### src/rtl/accelbrot_com_mult_feed_pkg.sv
// Shared types and width helpers for the multiplier operand feed.
// Module parameters default to the package values below.
package accelbrot_com_pkg;

  localparam int NWORDS_DEF = 8;
  localparam int WWIDTH_DEF = 34;

  typedef enum logic [1:0] {
    IDLE,
    LOAD,
    RUN,
    DONE
  } feed_state_e;

  // Half-word width; operand words are always split into two equal halves.
  function automatic int hwidth(input int wwidth);
    return wwidth / 2;
  endfunction

  // Word counter width, kept at least one bit wide for single-word blocks.
  function automatic int wcnt_width(input int nwords);
    return (nwords > 1) ? $clog2(nwords) : 1;
  endfunction

  // Pass counter width, covering 2*NWORDS half-word passes.
  function automatic int pcnt_width(input int nwords);
    return $clog2(2 * nwords);
  endfunction

endpackage

### src/rtl/accelbrot_com_mult_feed_if.sv
// Operand-feed interface: block input stream in, multiplier word stream out.
// The slave modport is the feed block; the master modport is its environment.
interface accelbrot_com_mult_feed_if
  import accelbrot_com_pkg::*;
#(
  parameter int NWORDS = NWORDS_DEF,
  parameter int WWIDTH = WWIDTH_DEF
) ();

  localparam int HW = hwidth(WWIDTH);
  localparam int PW = pcnt_width(NWORDS);

  logic [WWIDTH-1:0] in_a;
  logic [WWIDTH-1:0] in_b;
  logic              in_start;
  logic              in_valid;
  logic              in_ready;
  logic [WWIDTH-1:0] a;
  logic [HW-1:0]     b;
  logic              ab_start;
  logic              ab_valid;
  logic [PW-1:0]     pass_idx;
  logic              pass_last;
  logic              done;

  modport master (
    output in_a, in_b, in_start, in_valid,
    input  in_ready, a, b, ab_start, ab_valid, pass_idx, pass_last, done
  );

  modport slave (
    input  in_a, in_b, in_start, in_valid,
    output in_ready, a, b, ab_start, ab_valid, pass_idx, pass_last, done
  );

endinterface

### src/rtl/accelbrot_com_mult_feed_buf.sv
// Dual operand store: one write port per block word, combinational reads of
// A[word] and the selected B half-word (pass p uses word p/2, half p%2).
module accelbrot_com_mult_feed_buf
  import accelbrot_com_pkg::*;
#(
  parameter int NWORDS = NWORDS_DEF,
  parameter int WWIDTH = WWIDTH_DEF
) (
  input  logic                          clk,
  input  logic                          we,
  input  logic [wcnt_width(NWORDS)-1:0] widx,
  input  logic [WWIDTH-1:0]             wa,
  input  logic [WWIDTH-1:0]             wb,
  input  logic [wcnt_width(NWORDS)-1:0] ridx,
  input  logic [pcnt_width(NWORDS)-1:0] rpass,
  output logic [WWIDTH-1:0]             ra,
  output logic [hwidth(WWIDTH)-1:0]     rb
);

  localparam int HW  = hwidth(WWIDTH);
  localparam int WCW = wcnt_width(NWORDS);

  logic [WWIDTH-1:0] a_mem [NWORDS];
  logic [WWIDTH-1:0] b_mem [NWORDS];
  logic [WCW-1:0]    b_word;
  logic [WWIDTH-1:0] b_sel;

  // NOTE: operand storage has no reset; every word is rewritten before it is read.
  always_ff @(posedge clk) begin
    if (we) begin
      a_mem[widx] <= wa;
      b_mem[widx] <= wb;
    end
  end

  assign b_word = WCW'(rpass >> 1);
  assign b_sel  = b_mem[b_word];
  assign ra     = a_mem[ridx];
  assign rb     = rpass[0] ? b_sel[WWIDTH-1:HW] : b_sel[HW-1:0];

endmodule

### src/rtl/accelbrot_com_mult_feed.sv
// Operand sequencer: buffers one A/B block, then replays A once per B half-word.
// Optional ACCELBROT_MULT_FEED_SKIPZERO_EN skips passes whose B half-word is zero.
module accelbrot_com_mult_feed
  import accelbrot_com_pkg::*;
#(
  parameter int NWORDS = NWORDS_DEF,
  parameter int WWIDTH = WWIDTH_DEF
) (
  input  logic                         clk,
  input  logic                         rstn,
  accelbrot_com_mult_feed_if.slave     bus
);

  localparam int HW  = hwidth(WWIDTH);
  localparam int WCW = wcnt_width(NWORDS);
  localparam int PW  = pcnt_width(NWORDS);
  localparam int NP  = 2 * NWORDS;
  localparam logic [WCW-1:0] W_LAST = WCW'(NWORDS - 1);
  localparam logic [PW-1:0]  P_LAST = PW'(NP - 1);

  feed_state_e       state;
  logic [WCW-1:0]    wcnt;
  logic [WCW-1:0]    widx;
  logic [PW-1:0]     pcnt;
  logic              in_ready_q;
  logic              ab_valid_q;
  logic              ab_start_q;
  logic              pass_last_q;
  logic              done_q;
  logic              acc;
  logic              last_word;
  logic [WWIDTH-1:0] rd_a;
  logic [HW-1:0]     rd_b;

  // First pass of a new block and the pass following the current one.
  logic [PW-1:0]     first_pass;
  logic              first_last;
  logic              any_pass;
  logic [PW-1:0]     next_pass;
  logic              next_last;

  // A word without in_start is only meaningful mid-load; in IDLE it is dropped.
  assign acc       = bus.in_valid && in_ready_q && (bus.in_start || state == LOAD);
  assign widx      = bus.in_start ? '0 : wcnt;
  assign last_word = (widx == W_LAST);

`ifdef ACCELBROT_MULT_FEED_SKIPZERO_EN
  localparam int PW1 = PW + 1;

  logic [NP-1:0] nz;
  logic [NP-1:0] nz_next;
  logic [PW:0]   f0, f1, n0, n1;

  // Lowest set bit of m at or above 'from'; MSB of the result flags a hit.
  function automatic logic [PW:0] find_set(input logic [NP-1:0] m, input logic [PW:0] from);
    find_set = '0;
    for (int i = NP - 1; i >= 0; i--) begin
      if (m[i] && (PW1'(i) >= from)) find_set = {1'b1, PW'(i)};
    end
  endfunction

  // NOTE: every always_comb output gets a default first so no latch is inferred.
  always_comb begin
    nz_next = nz;
    for (int i = 0; i < NWORDS; i++) begin
      if (acc && widx == WCW'(i)) begin
        nz_next[2*i]   = |bus.in_b[HW-1:0];
        nz_next[2*i+1] = |bus.in_b[WWIDTH-1:HW];
      end
    end
  end

  always_comb begin
    f0         = find_set(nz_next, '0);
    f1         = find_set(nz_next, {1'b0, f0[PW-1:0]} + PW1'(1));
    n0         = find_set(nz, {1'b0, pcnt} + PW1'(1));
    n1         = find_set(nz, {1'b0, n0[PW-1:0]} + PW1'(1));
    any_pass   = f0[PW];
    first_pass = f0[PW-1:0];
    first_last = !f1[PW];
    next_pass  = n0[PW-1:0];
    next_last  = !n1[PW];
  end

  always_ff @(posedge clk) begin
    if (!rstn) nz <= '0;
    else       nz <= nz_next;
  end
`else
  always_comb begin
    any_pass   = 1'b1;
    first_pass = '0;
    first_last = 1'b0;
    next_pass  = pcnt + PW'(1);
    next_last  = (next_pass == P_LAST);
  end
`endif

  // NOTE: all state and output flags update with non-blocking assignments.
  always_ff @(posedge clk) begin
    if (!rstn) begin
      state       <= IDLE;
      wcnt        <= '0;
      pcnt        <= '0;
      in_ready_q  <= 1'b1;
      ab_valid_q  <= 1'b0;
      ab_start_q  <= 1'b0;
      pass_last_q <= 1'b0;
      done_q      <= 1'b0;
    end else begin
      done_q <= 1'b0;
      unique case (state)
        IDLE, LOAD: begin
          if (acc) begin
            if (last_word) begin
              in_ready_q <= 1'b0;
              wcnt       <= '0;
              if (any_pass) begin
                state       <= RUN;
                pcnt        <= first_pass;
                ab_valid_q  <= 1'b1;
                ab_start_q  <= 1'b1;
                pass_last_q <= first_last;
              end else begin
                state  <= DONE;
                pcnt   <= '0;
                done_q <= 1'b1;
              end
            end else begin
              state <= LOAD;
              wcnt  <= widx + WCW'(1);
            end
          end
        end
        RUN: begin
          if (wcnt == W_LAST) begin
            wcnt <= '0;
            if (pass_last_q) begin
              state       <= DONE;
              pcnt        <= '0;
              ab_valid_q  <= 1'b0;
              ab_start_q  <= 1'b0;
              pass_last_q <= 1'b0;
              done_q      <= 1'b1;
            end else begin
              pcnt        <= next_pass;
              ab_start_q  <= 1'b1;
              pass_last_q <= next_last;
            end
          end else begin
            wcnt       <= wcnt + WCW'(1);
            ab_start_q <= 1'b0;
          end
        end
        DONE: begin
          state      <= IDLE;
          in_ready_q <= 1'b1;
        end
        default: state <= IDLE;
      endcase
    end
  end

  accelbrot_com_mult_feed_buf #(
    .NWORDS (NWORDS),
    .WWIDTH (WWIDTH)
  ) u_buf (
    .clk   (clk),
    .we    (acc),
    .widx  (widx),
    .wa    (bus.in_a),
    .wb    (bus.in_b),
    .ridx  (wcnt),
    .rpass (pcnt),
    .ra    (rd_a),
    .rb    (rd_b)
  );

  // Data outputs are forced to zero outside RUN so idle and reset read as 0.
  assign bus.in_ready  = in_ready_q;
  assign bus.a         = ab_valid_q ? rd_a : '0;
  assign bus.b         = ab_valid_q ? rd_b : '0;
  assign bus.ab_start  = ab_start_q;
  assign bus.ab_valid  = ab_valid_q;
  assign bus.pass_idx  = pcnt;
  assign bus.pass_last = pass_last_q;
  assign bus.done      = done_q;

endmodule

### src/flat_wrapper.sv
// flat-port wrapper written by rule: the top's interface ports become plain ports
module accelbrot_com_mult_feed_flat import accelbrot_com_pkg::*;
#(
  parameter int NWORDS = NWORDS_DEF,
  parameter int WWIDTH = WWIDTH_DEF
)
  (clk, rstn, bus_in_a, bus_in_b, bus_in_start, bus_in_valid, bus_in_ready, bus_a, bus_b, bus_ab_start, bus_ab_valid, bus_pass_idx, bus_pass_last, bus_done);
  accelbrot_com_mult_feed_if #(.NWORDS(NWORDS), .WWIDTH(WWIDTH)) bus_i ();
  input  logic clk;
  input  logic rstn;
  input wire logic [$bits(bus_i.in_a)-1:0] bus_in_a;
  input wire logic [$bits(bus_i.in_b)-1:0] bus_in_b;
  input wire logic [$bits(bus_i.in_start)-1:0] bus_in_start;
  input wire logic [$bits(bus_i.in_valid)-1:0] bus_in_valid;
  output wire logic [$bits(bus_i.in_ready)-1:0] bus_in_ready;
  output wire logic [$bits(bus_i.a)-1:0] bus_a;
  output wire logic [$bits(bus_i.b)-1:0] bus_b;
  output wire logic [$bits(bus_i.ab_start)-1:0] bus_ab_start;
  output wire logic [$bits(bus_i.ab_valid)-1:0] bus_ab_valid;
  output wire logic [$bits(bus_i.pass_idx)-1:0] bus_pass_idx;
  output wire logic [$bits(bus_i.pass_last)-1:0] bus_pass_last;
  output wire logic [$bits(bus_i.done)-1:0] bus_done;
  assign bus_i.in_a = bus_in_a;
  assign bus_i.in_b = bus_in_b;
  assign bus_i.in_start = bus_in_start;
  assign bus_i.in_valid = bus_in_valid;
  assign bus_in_ready = bus_i.in_ready;
  assign bus_a = bus_i.a;
  assign bus_b = bus_i.b;
  assign bus_ab_start = bus_i.ab_start;
  assign bus_ab_valid = bus_i.ab_valid;
  assign bus_pass_idx = bus_i.pass_idx;
  assign bus_pass_last = bus_i.pass_last;
  assign bus_done = bus_i.done;
  accelbrot_com_mult_feed #(.NWORDS(NWORDS), .WWIDTH(WWIDTH)) u_core (.clk(clk), .rstn(rstn), .bus(bus_i));
endmodule
### config.mk
export PLATFORM = sky130hd
export DESIGN_NAME = accelbrot_com_mult_feed_flat
export DESIGN_NICKNAME = d
export VERILOG_FILES = /design/src/rtl/accelbrot_com_mult_feed_pkg.sv /design/src/rtl/accelbrot_com_mult_feed_if.sv /design/src/rtl/accelbrot_com_mult_feed_buf.sv /design/src/rtl/accelbrot_com_mult_feed.sv /design/src/flat_wrapper.sv
export SDC_FILE = /design/constraint.sdc
export NUM_CORES = 1
export LEC_CHECK = 0
export BUFFER_PORTS_ARGS = -buffer_cell sky130_fd_sc_hd__buf_2
export CAP_MARGIN = 5
export CORE_ASPECT_RATIO = 0.8
export CORE_UTILIZATION = 40
export CTS_CLUSTER_DIAMETER = 80
export DETAILED_ROUTE_END_ITERATION = 6
export MAX_ROUTING_LAYER = met4
export SKIP_CTS_REPAIR_TIMING = 1
export SYNTH_ARGS = -nofsm -noshare
export SYNTH_HDL_FRONTEND = slang
export SYNTH_SLANG_ARGS = --single-unit
### constraint.sdc
create_clock -name clk -period 13 [get_ports clk]
set_clock_uncertainty 0.1 [all_clocks]
set_input_delay 3.25 -clock clk [delete_from_list [all_inputs] [get_ports clk]]
set_output_delay 3.25 -clock clk [all_outputs]
set_load 0.02 [all_outputs]
==> flow_summary.rst, run 1 <==
.. list-table::
   :header-rows: 1

   * - Metric
     - Value
   * - Syn_nets
     - 1159
   * - Commonest cells after routing, fill and taps aside
     - sky130_fd_sc_hd__edfxtp_1, sky130_fd_sc_hd__mux2i_1, sky130_fd_sc_hd__buf_2, sky130_fd_sc_hd__mux4_2, sky130_fd_sc_hd__clkbuf_16
   * - HP Class
     - reg -> reg
   * - Iteration-0 DRC count of the detailed router
     - 679
   * - Final wirelength
     - 45.8 mm
   * - Share of synthesized registers carrying an async set or reset
     - 0
   * - Width of the chip
     - 263 µm
   * - Remaining Overflow, GRT
     - 0
   * - Chip height
     - 211 µm
   * - Number of synthesized register bits
     - 564
   * - Dominant combinational cell family by area after synthesis
     - multiplexers
   * - Worst slew margin relative to its limit
     - 0.288
   * - Leakage power
     - 7.94 nW
   * - Maximum number of pins on one net before global-route repair
     - 69
   * - Fill cells
     - 4445
   * - Synthesis Warnings
     - 0
   * - Growth of design area from synthesis to finish
     - 14.8%
   * - Leading cell type in the layout, fill and taps excluded
     - sky130_fd_sc_hd__edfxtp_1
   * - Fraction of the mapped netlist area in simple logic gates
     - 0.0290
   * - Via density
     - 5.27
   * - Sequential element share of the synthesized area
     - 0.766
   * - Setup repair after global routing missed its margin
     - no
   * - Sequential cell area
     - 0.0167 mm²
   * - Worst vdd rail ir drop
     - 0.0922 mV
   * - R2R Path Start
     - u_core.bus.in_ready
   * - Number of antenna violations at the first check in global routing
     - 8
   * - Post-synthesis compound-gate area fraction
     - 0.0302
   * - Post-route DRC violation count
     - 0
   * - Xor and xnor fraction of the mapped netlist area
     - 0.000801
   * - Share of cell area taken by muxes after synthesis
     - 0.152
   * - Shortest clock period the worst path allows after layout
     - 7.14 ns
   * - Number of buffers added by the clock tree synthesis step
     - 55
   * - Reg2Reg Setup Slack
     - 9.75 ns
   * - Number of buffers added on ports
     - 131
   * - Top post-synthesis cells by area
     - sky130_fd_sc_hd__edfxtp_1, sky130_fd_sc_hd__mux4_2, sky130_fd_sc_hd__mux2i_1
   * - Post-Syn Area per Cell
     - 20.2 µm²
   * - Arrival time reported for the critical path endpoint
     - 3.79 ns
   * - Standard cell core area
     - 0.0539 mm²
   * - Ys flop type
     - sky130_fd_sc_hd__edfxtp_1
   * - Highest Clock Rate
     - 0.140 GHz
   * - IO Pins
     - 132
   * - Final design utilization
     - 0.465
   * - Start point of the worst min-delay path
     - u_core.bus.pass_idx[3]
   * - Max-capacitance violation count
     - 0
   * - Routed wirelength normalized by instance count
     - 23.0 µm
   * - GP Congestion
     - 0.716
   * - Buffers from clock root to sink, at most
     - 3
   * - CTS HTree Levels
     - 2
   * - Post-synth design cell area
     - 0.0219 mm²
   * - Highest net fanout along the worst path
     - 49
   * - Vias in the first global route
     - 11100
   * - GRT Resource Usage Total
     - 0.171
   * - Total number of nets in the final design
     - 1312
   * - Crit Path Category
     - reg -> out
   * - Die area
     - 0.0556 mm²
   * - Placement Rows
     - 76
   * - Final period utilization
     - 0.549
   * - HPWL Detailed
     - 24.1 mm
   * - Power density cells
     - 150 mW/mm²
   * - Cell area after layout
     - 0.0251 mm²
   * - Clock Root Buffer
     - sky130_fd_sc_hd__clkbuf_16
   * - Placed instance area
     - 0.0233 mm²
   * - Result of the run
     - finished, final reports clean
   * - Post-Synth Adder-Cell Area
     - 0.00343
   * - Post-detailed-route count of antenna-violating nets
     - 0
   * - Post-synth top area share
     - 0.747
   * - Clock latency of the later-clocked register in the worst-skew pair
     - 0.60 ns
   * - CP Launch Type
     - flop
   * - First drt pass iteration count
     - 5
   * - TritonCTS clock tree
     - done
   * - Number of standard cells after synthesis
     - 1081
   * - Number of enable-type register cells in the synthesized netlist
     - 544
   * - Final-report setup violation count
     - 0
   * - Total number of vias
     - 10500
   * - Crit path capture type
     - primary output
   * - Count of different cell masters after synthesis
     - 40
   * - Actual slew at the worst max-slew pin
     - 1.07 ns
   * - Number of hold violations in the final report
     - 0
   * - Initial core utilization
     - 0.405
   * - Aggregate negative setup slack
     - 0 ns
   * - TritonCTS sink count
     - 564
   * - Layout cell share with drive strength beyond 1
     - 0.262
   * - Clock transition time at the flip-flop clock pins of the worst setup and hold paths
     - 0.06 ns
   * - Max-slew violation count
     - 0
   * - Cell type contributing the most total cell area after synthesis
     - sky130_fd_sc_hd__edfxtp_1
   * - Area of combinational cells with multiple inputs
     - 0.00477 mm²
   * - Data required time of the worst path
     - 9.65 ns
   * - Global-route wire length before repair
     - 68.7 mm
==> critical path, cell delays in order, from the launching register on <==
cell and delay (ns):
sky130_fd_sc_hd__dfxtp_4 0.73, sky130_fd_sc_hd__buf_4 0.73, sky130_fd_sc_hd__buf_4 0.77, sky130_fd_sc_hd__mux2i_1 0.18, sky130_fd_sc_hd__a22oi_1 0.22, sky130_fd_sc_hd__nand2_1 0.07
sky130_fd_sc_hd__o21ai_1 0.20, sky130_fd_sc_hd__buf_2 0.23
==> sequential cells by signal, summed over array words and instances (netlist names), named ones only <==
signal and count:
u_core.bus.pass_last 1, u_core.bus.pass_idx 4, u_core.state 2, u_core.u_buf.a_mem 272, u_core.wcnt 3, u_core.bus.in_ready 1
u_core.bus.ab_start 1, u_core.u_buf.b_mem 272, u_core.bus.ab_valid 1, u_core.bus.done 1
==> worst paths after layout <==
kind | end | depth (start not counted)
max | bus_b[7] | 7
min reg2reg | u_core.bus.pass_idx[3] | 2
max reg2reg | u_core.u_buf.b_mem[0][28] | 5
min | u_core.bus.pass_idx[3] | 2
==> cell type report <==
type                    count  share of cell area
diodes                      6            0.000599
clock buffers              68              0.0585
clock inverters            36              0.0137
inverters                   7             0.00105
multi-input cells         451               0.190
flip-flops and latches    564               0.668
well taps                 702              0.0350
repair buffers            155              0.0333
==> through the flow <==
stage / cells / hold slack (ns) / setup WS (ns) / power, W
6_report: 1989 / 0.450 / 5.86 / 0.00375
4_1_cts: 1983 / 0.461 / 5.79 / 0.00379
2_1_floorplan: 1081 / 0.421 / 2.18 / 0.00215
5_1_grt: 1989 / 0.471 / 5.60 / 0.00387
3_5_place_dp: 1879 / 0.445 / 6.44 / 0.00221
3_3_place_gp: 1879 / 0.426 / 6.47 / 0.00220
==> cell usage after synthesis, types with 3 or more instances <==
cell,n
sky130_fd_sc_hd__dfxtp_1,20
sky130_fd_sc_hd__a22oi_1,50
sky130_fd_sc_hd__o211ai_1,5
sky130_fd_sc_hd__buf_2,16
sky130_fd_sc_hd__nor3_1,11
sky130_fd_sc_hd__edfxtp_1,544
sky130_fd_sc_hd__a221oi_1,4
sky130_fd_sc_hd__inv_1,7
sky130_fd_sc_hd__mux4_1,3
sky130_fd_sc_hd__nand2_1,25
sky130_fd_sc_hd__buf_12,3
sky130_fd_sc_hd__ha_1,6
sky130_fd_sc_hd__mux4_2,79
sky130_fd_sc_hd__clkbuf_1,23
sky130_fd_sc_hd__nor2_1,13
sky130_fd_sc_hd__mux2i_1,146
sky130_fd_sc_hd__o21ai_1,17
sky130_fd_sc_hd__nand3_1,18
sky130_fd_sc_hd__buf_6,11
sky130_fd_sc_hd__o22ai_1,4
sky130_fd_sc_hd__nor2b_1,40
sky130_fd_sc_hd__o21ai_0,4
sky130_fd_sc_hd__nand2b_1,8
==> cells by family (layout without fill, tap and decap cells) <==
family / Yosys count / in the layout
buffers and inverters: 66 / 266
XOR/XNOR: 2 / 2
adder cells (fa/ha/maj): 6 / 6
flip-flops: 564 / 564
other: 0 / 6
multiplexers: 228 / 228
AO/OA/AOI/OAI: 93 / 93
AND/OR/NAND/NOR: 122 / 122
==> routing by layer <==
metal,routed length [µm],track usage,part of all wire
met1,21000,0.229,0.46
met2,22000,0.269,0.48
met3,2080,0.0340,0.045
met4,680,0.0440,0.015
met5,0,-,0
==> report_power, final <==
| part | switching [W] | internal, W | total [W] |
|---|---|---|---|
| Clock | 0.000666 | 0.000921 | 0.00159 |
| Sequential | 0.0000101 | 0.00202 | 0.00203 |
| Combinational | 0.0000766 | 0.0000598 | 0.000136 |
| Total | 0.000753 | 0.00300 | 0.00375 |
Power figures use the tool's default switching activity.
==> run 2: changes to the inputs <==
clock period = 7.05 ns   (was 13 ns; I/O delays follow)
==> flow_summary.rst, run 2 (synthesis results as in run 1) <==
.. list-table::
   :header-rows: 1

   * - Metric
     - Value
   * - Number of hold violations in the final report
     - 0 (unchanged)
   * - Worst reg2reg path depth
     - 6 (was 5)
   * - HPWL Detailed
     - 25.0 mm (was 24.1 mm)
   * - Total number of vias
     - 10500 (about the same)
   * - Aggregate negative setup slack
     - 0 ns (unchanged)
   * - Buffers & Inverters on Critical Path
     - 2 (was 3)
   * - IO Pins
     - 132 (unchanged)
   * - GP Congestion
     - 0.749 (was 0.716)
   * - Result of the run
     - finished, final reports clean (unchanged)
   * - Max-slew violation count
     - 0 (unchanged)
   * - Global-route wire length before repair
     - 68.2 mm (was 68.7 mm)
   * - Width of the chip
     - 263 µm (unchanged)
   * - Number of buffers added on ports
     - 131 (unchanged)
   * - Cell depth of the worst setup path
     - 6 (was 7)
   * - Highest Clock Rate
     - 0.197 GHz
   * - Net switching fraction of the power
     - 0.197 (was 0.201)
   * - Switch Pwr
     - 0.00138 W (was 0.000753 W)
   * - Number of buffers added by the clock tree synthesis step
     - 56 (was 55)
   * - Actual slew at the worst max-slew pin
     - 1.18 ns (was 1.07 ns)
   * - Layout cell share with drive strength beyond 1
     - 0.262 (about the same)
   * - Via density
     - 5.29 (was 5.27)
   * - Clock transition time at the flip-flop clock pins of the worst setup and hold paths
     - 0.06 ns (about the same)
   * - Initial core utilization
     - 0.405 (unchanged)
   * - CP max stage delay
     - 0.90 ns (was 0.77 ns)
   * - Family with the most delay on the worst path
     - simple AND/OR/NAND/NOR gates (was buffers and inverters)
   * - First drt pass iteration count
     - 4 (was 5)
   * - Data required time of the worst path
     - 5.19 ns (was 9.65 ns)
   * - HP Class
     - reg -> reg (unchanged)
   * - GRT Resource Usage Total
     - 0.170 (was 0.171)
   * - CP Launch Type
     - flop (unchanged)
   * - Proportion of power drawn by the clock network
     - 0.427 (was 0.423)
   * - Internal cell power
     - 0.00560 W (was 0.00300 W)
   * - Standard cell core area
     - 0.0539 mm² (unchanged)
   * - Maximum number of pins on one net before global-route repair
     - 51 (was 69)
   * - Remaining Overflow, GRT
     - 0 (unchanged)
   * - Leakage power
     - 7.99 nW (was 7.94 nW)
   * - CTS HTree Levels
     - 2 (unchanged)
   * - Vias in the first global route
     - 10800 (was 11100)
   * - CP cell instances
     - nor2b_2 > buf_4 > a22oi_1 > nand3_1 > o21ai_1 > buf_2 (was buf_4 > buf_4 > mux2i_1 > a22oi_1 > nand2_1 > o21ai_1 > buf_2)
   * - Shortest clock period the worst path allows after layout
     - 5.09 ns
   * - Critical Path Slowest Stage Cell
     - sky130_fd_sc_hd__dfxtp_1 (was sky130_fd_sc_hd__buf_4)
   * - Final wirelength
     - 45.9 mm (was 45.8 mm)
   * - Crit Path Category
     - reg -> out (unchanged)
   * - Chip height
     - 211 µm (unchanged)
   * - Logic pwr share
     - 0.035 (was 0.036)
   * - Final-report setup violation count
     - 0 (unchanged)
   * - Crit path capture type
     - primary output (unchanged)
   * - Clock latency of the later-clocked register in the worst-skew pair
     - 0.59 ns (was 0.60 ns)
   * - Highest net fanout along the worst path
     - 18 (was 49)
   * - TritonCTS clock tree
     - done (unchanged)
   * - Die area
     - 0.0556 mm² (unchanged)
   * - Power density cells
     - 277 mW/mm² (was 150 mW/mm²)
   * - Number of stages on the worst hold path
     - 2 (unchanged)
   * - Iteration-0 DRC count of the detailed router
     - 687 (was 679)
   * - Routed wirelength normalized by instance count
     - 23.1 µm (was 23.0 µm)
   * - Number of antenna violations at the first check in global routing
     - 8 (unchanged)
   * - Post-detailed-route count of antenna-violating nets
     - 0 (unchanged)
   * - Part of the total power dissipated in sequential elements
     - 0.538 (was 0.541)
   * - Arrival time reported for the critical path endpoint
     - 3.23 ns (was 3.79 ns)
   * - Placement Rows
     - 76 (unchanged)
   * - Buffers from clock root to sink, at most
     - 3 (unchanged)
   * - Setup repair after global routing missed its margin
     - no (unchanged)
   * - Max-capacitance violation count
     - 0 (unchanged)
   * - Placed instance area
     - 0.0233 mm² (about the same)
   * - Total number of nets in the final design
     - 1317 (was 1312)
   * - Leading cell type in the layout, fill and taps excluded
     - sky130_fd_sc_hd__edfxtp_1 (unchanged)
   * - Worst vdd rail ir drop
     - 0.181 mV (was 0.0922 mV)
   * - Final period utilization
     - 0.722
   * - Post-route DRC violation count
     - 0 (unchanged)
   * - Growth of design area from synthesis to finish
     - 15.3% (was 14.8%)
   * - TritonCTS sink count
     - 564 (unchanged)
   * - Clock Root Buffer
     - sky130_fd_sc_hd__clkbuf_16 (unchanged)
   * - Worst slew margin relative to its limit
     - 0.214 (was 0.288)
   * - Commonest cells after routing, fill and taps aside
     - sky130_fd_sc_hd__edfxtp_1, sky130_fd_sc_hd__mux2i_1, sky130_fd_sc_hd__buf_2, sky130_fd_sc_hd__mux4_2, sky130_fd_sc_hd__clkbuf_16 (unchanged)
   * - Cell area after layout
     - 0.0252 mm² (was 0.0251 mm²)
-- run 2: cell count changes in the layout (fill, tap and decap cells not counted), moves of 2 or more --
cell,before,now
sky130_fd_sc_hd__buf_12,0,3
sky130_fd_sc_hd__nor3_4,0,5
sky130_fd_sc_hd__diode_2,6,4
sky130_fd_sc_hd__clkinv_4,0,2
sky130_fd_sc_hd__clkbuf_1,10,12
sky130_fd_sc_hd__nor3_2,5,0
sky130_fd_sc_hd__clkinv_2,16,11
-- run 2: final timing paths --
| check | from | end | slack (ns) |
|---|---|---|---|
| worst min register to register | u_core.bus.pass_idx[3] | u_core.bus.pass_idx[3] | 0.47 |
| worst max-delay path | flop | bus_b[5] | 1.96 |
| worst min-delay path | u_core.bus.pass_idx[3] | u_core.bus.pass_idx[3] | 0.47 |
| worst max register to register | u_core.bus.in_ready | u_core.u_buf.a_mem[0][6] | 3.99 |
-- run 2: through the flow --
stage	std cells	setup slack (ns)	hold WS (ns)	power, W	util
floorplan	1081	-2.28	0.455	0.00397	-
global placement	1883	2.55	0.435	0.00407	0.433
detailed placement	1883	2.50	0.451	0.00407	0.433
CTS	1986	1.85	0.463	0.00705	0.467
global route	1990	1.73	0.512	0.00720	0.468
finish	1990	1.96	0.467	0.00698	0.468
-- run 2: per-layer routing --
metal / GRT usage / wire [µm] / vias to the layer above
li1: - / - / 4725
met5: - / 0 / -
met4: 0.0476 / 750 / 0
met1: 0.237 / 21300 / 5512
met3: 0.0290 / 2270 / 52
met2: 0.259 / 21600 / 244
-- run 2: layout make-up --
type	count	area (µm²)
fill	4430	28700
sequential	564	16700
multi-input combinational	451	4790
clock buffer	72	1510
timing repair buffer	159	903
tap	702	878
clock inverter	31	337
inverter	7	26.3
antenna	4	10.0
-- run 2: worst register-to-register path: stages (launching register included) --
cell and delay (ns):
sky130_fd_sc_hd__dfxtp_1 0.39, sky130_fd_sc_hd__nand2_1 0.18, sky130_fd_sc_hd__o21bai_1 0.27, sky130_fd_sc_hd__or3_1 0.47, sky130_fd_sc_hd__nor2_4 0.10, sky130_fd_sc_hd__buf_4 0.53, sky130_fd_sc_hd__buf_4 0.62
-- run 2: power groups by stage --
stage                     registers, W  clock network (W)  logic (W)
after floorplan                0.00381                  0   0.000164
after detailed placement       0.00383                  0   0.000247
after global placement         0.00383                  0   0.000240
after CTS                      0.00376            0.00305   0.000247
after global routing           0.00376            0.00317   0.000265
final                          0.00375            0.00298   0.000242
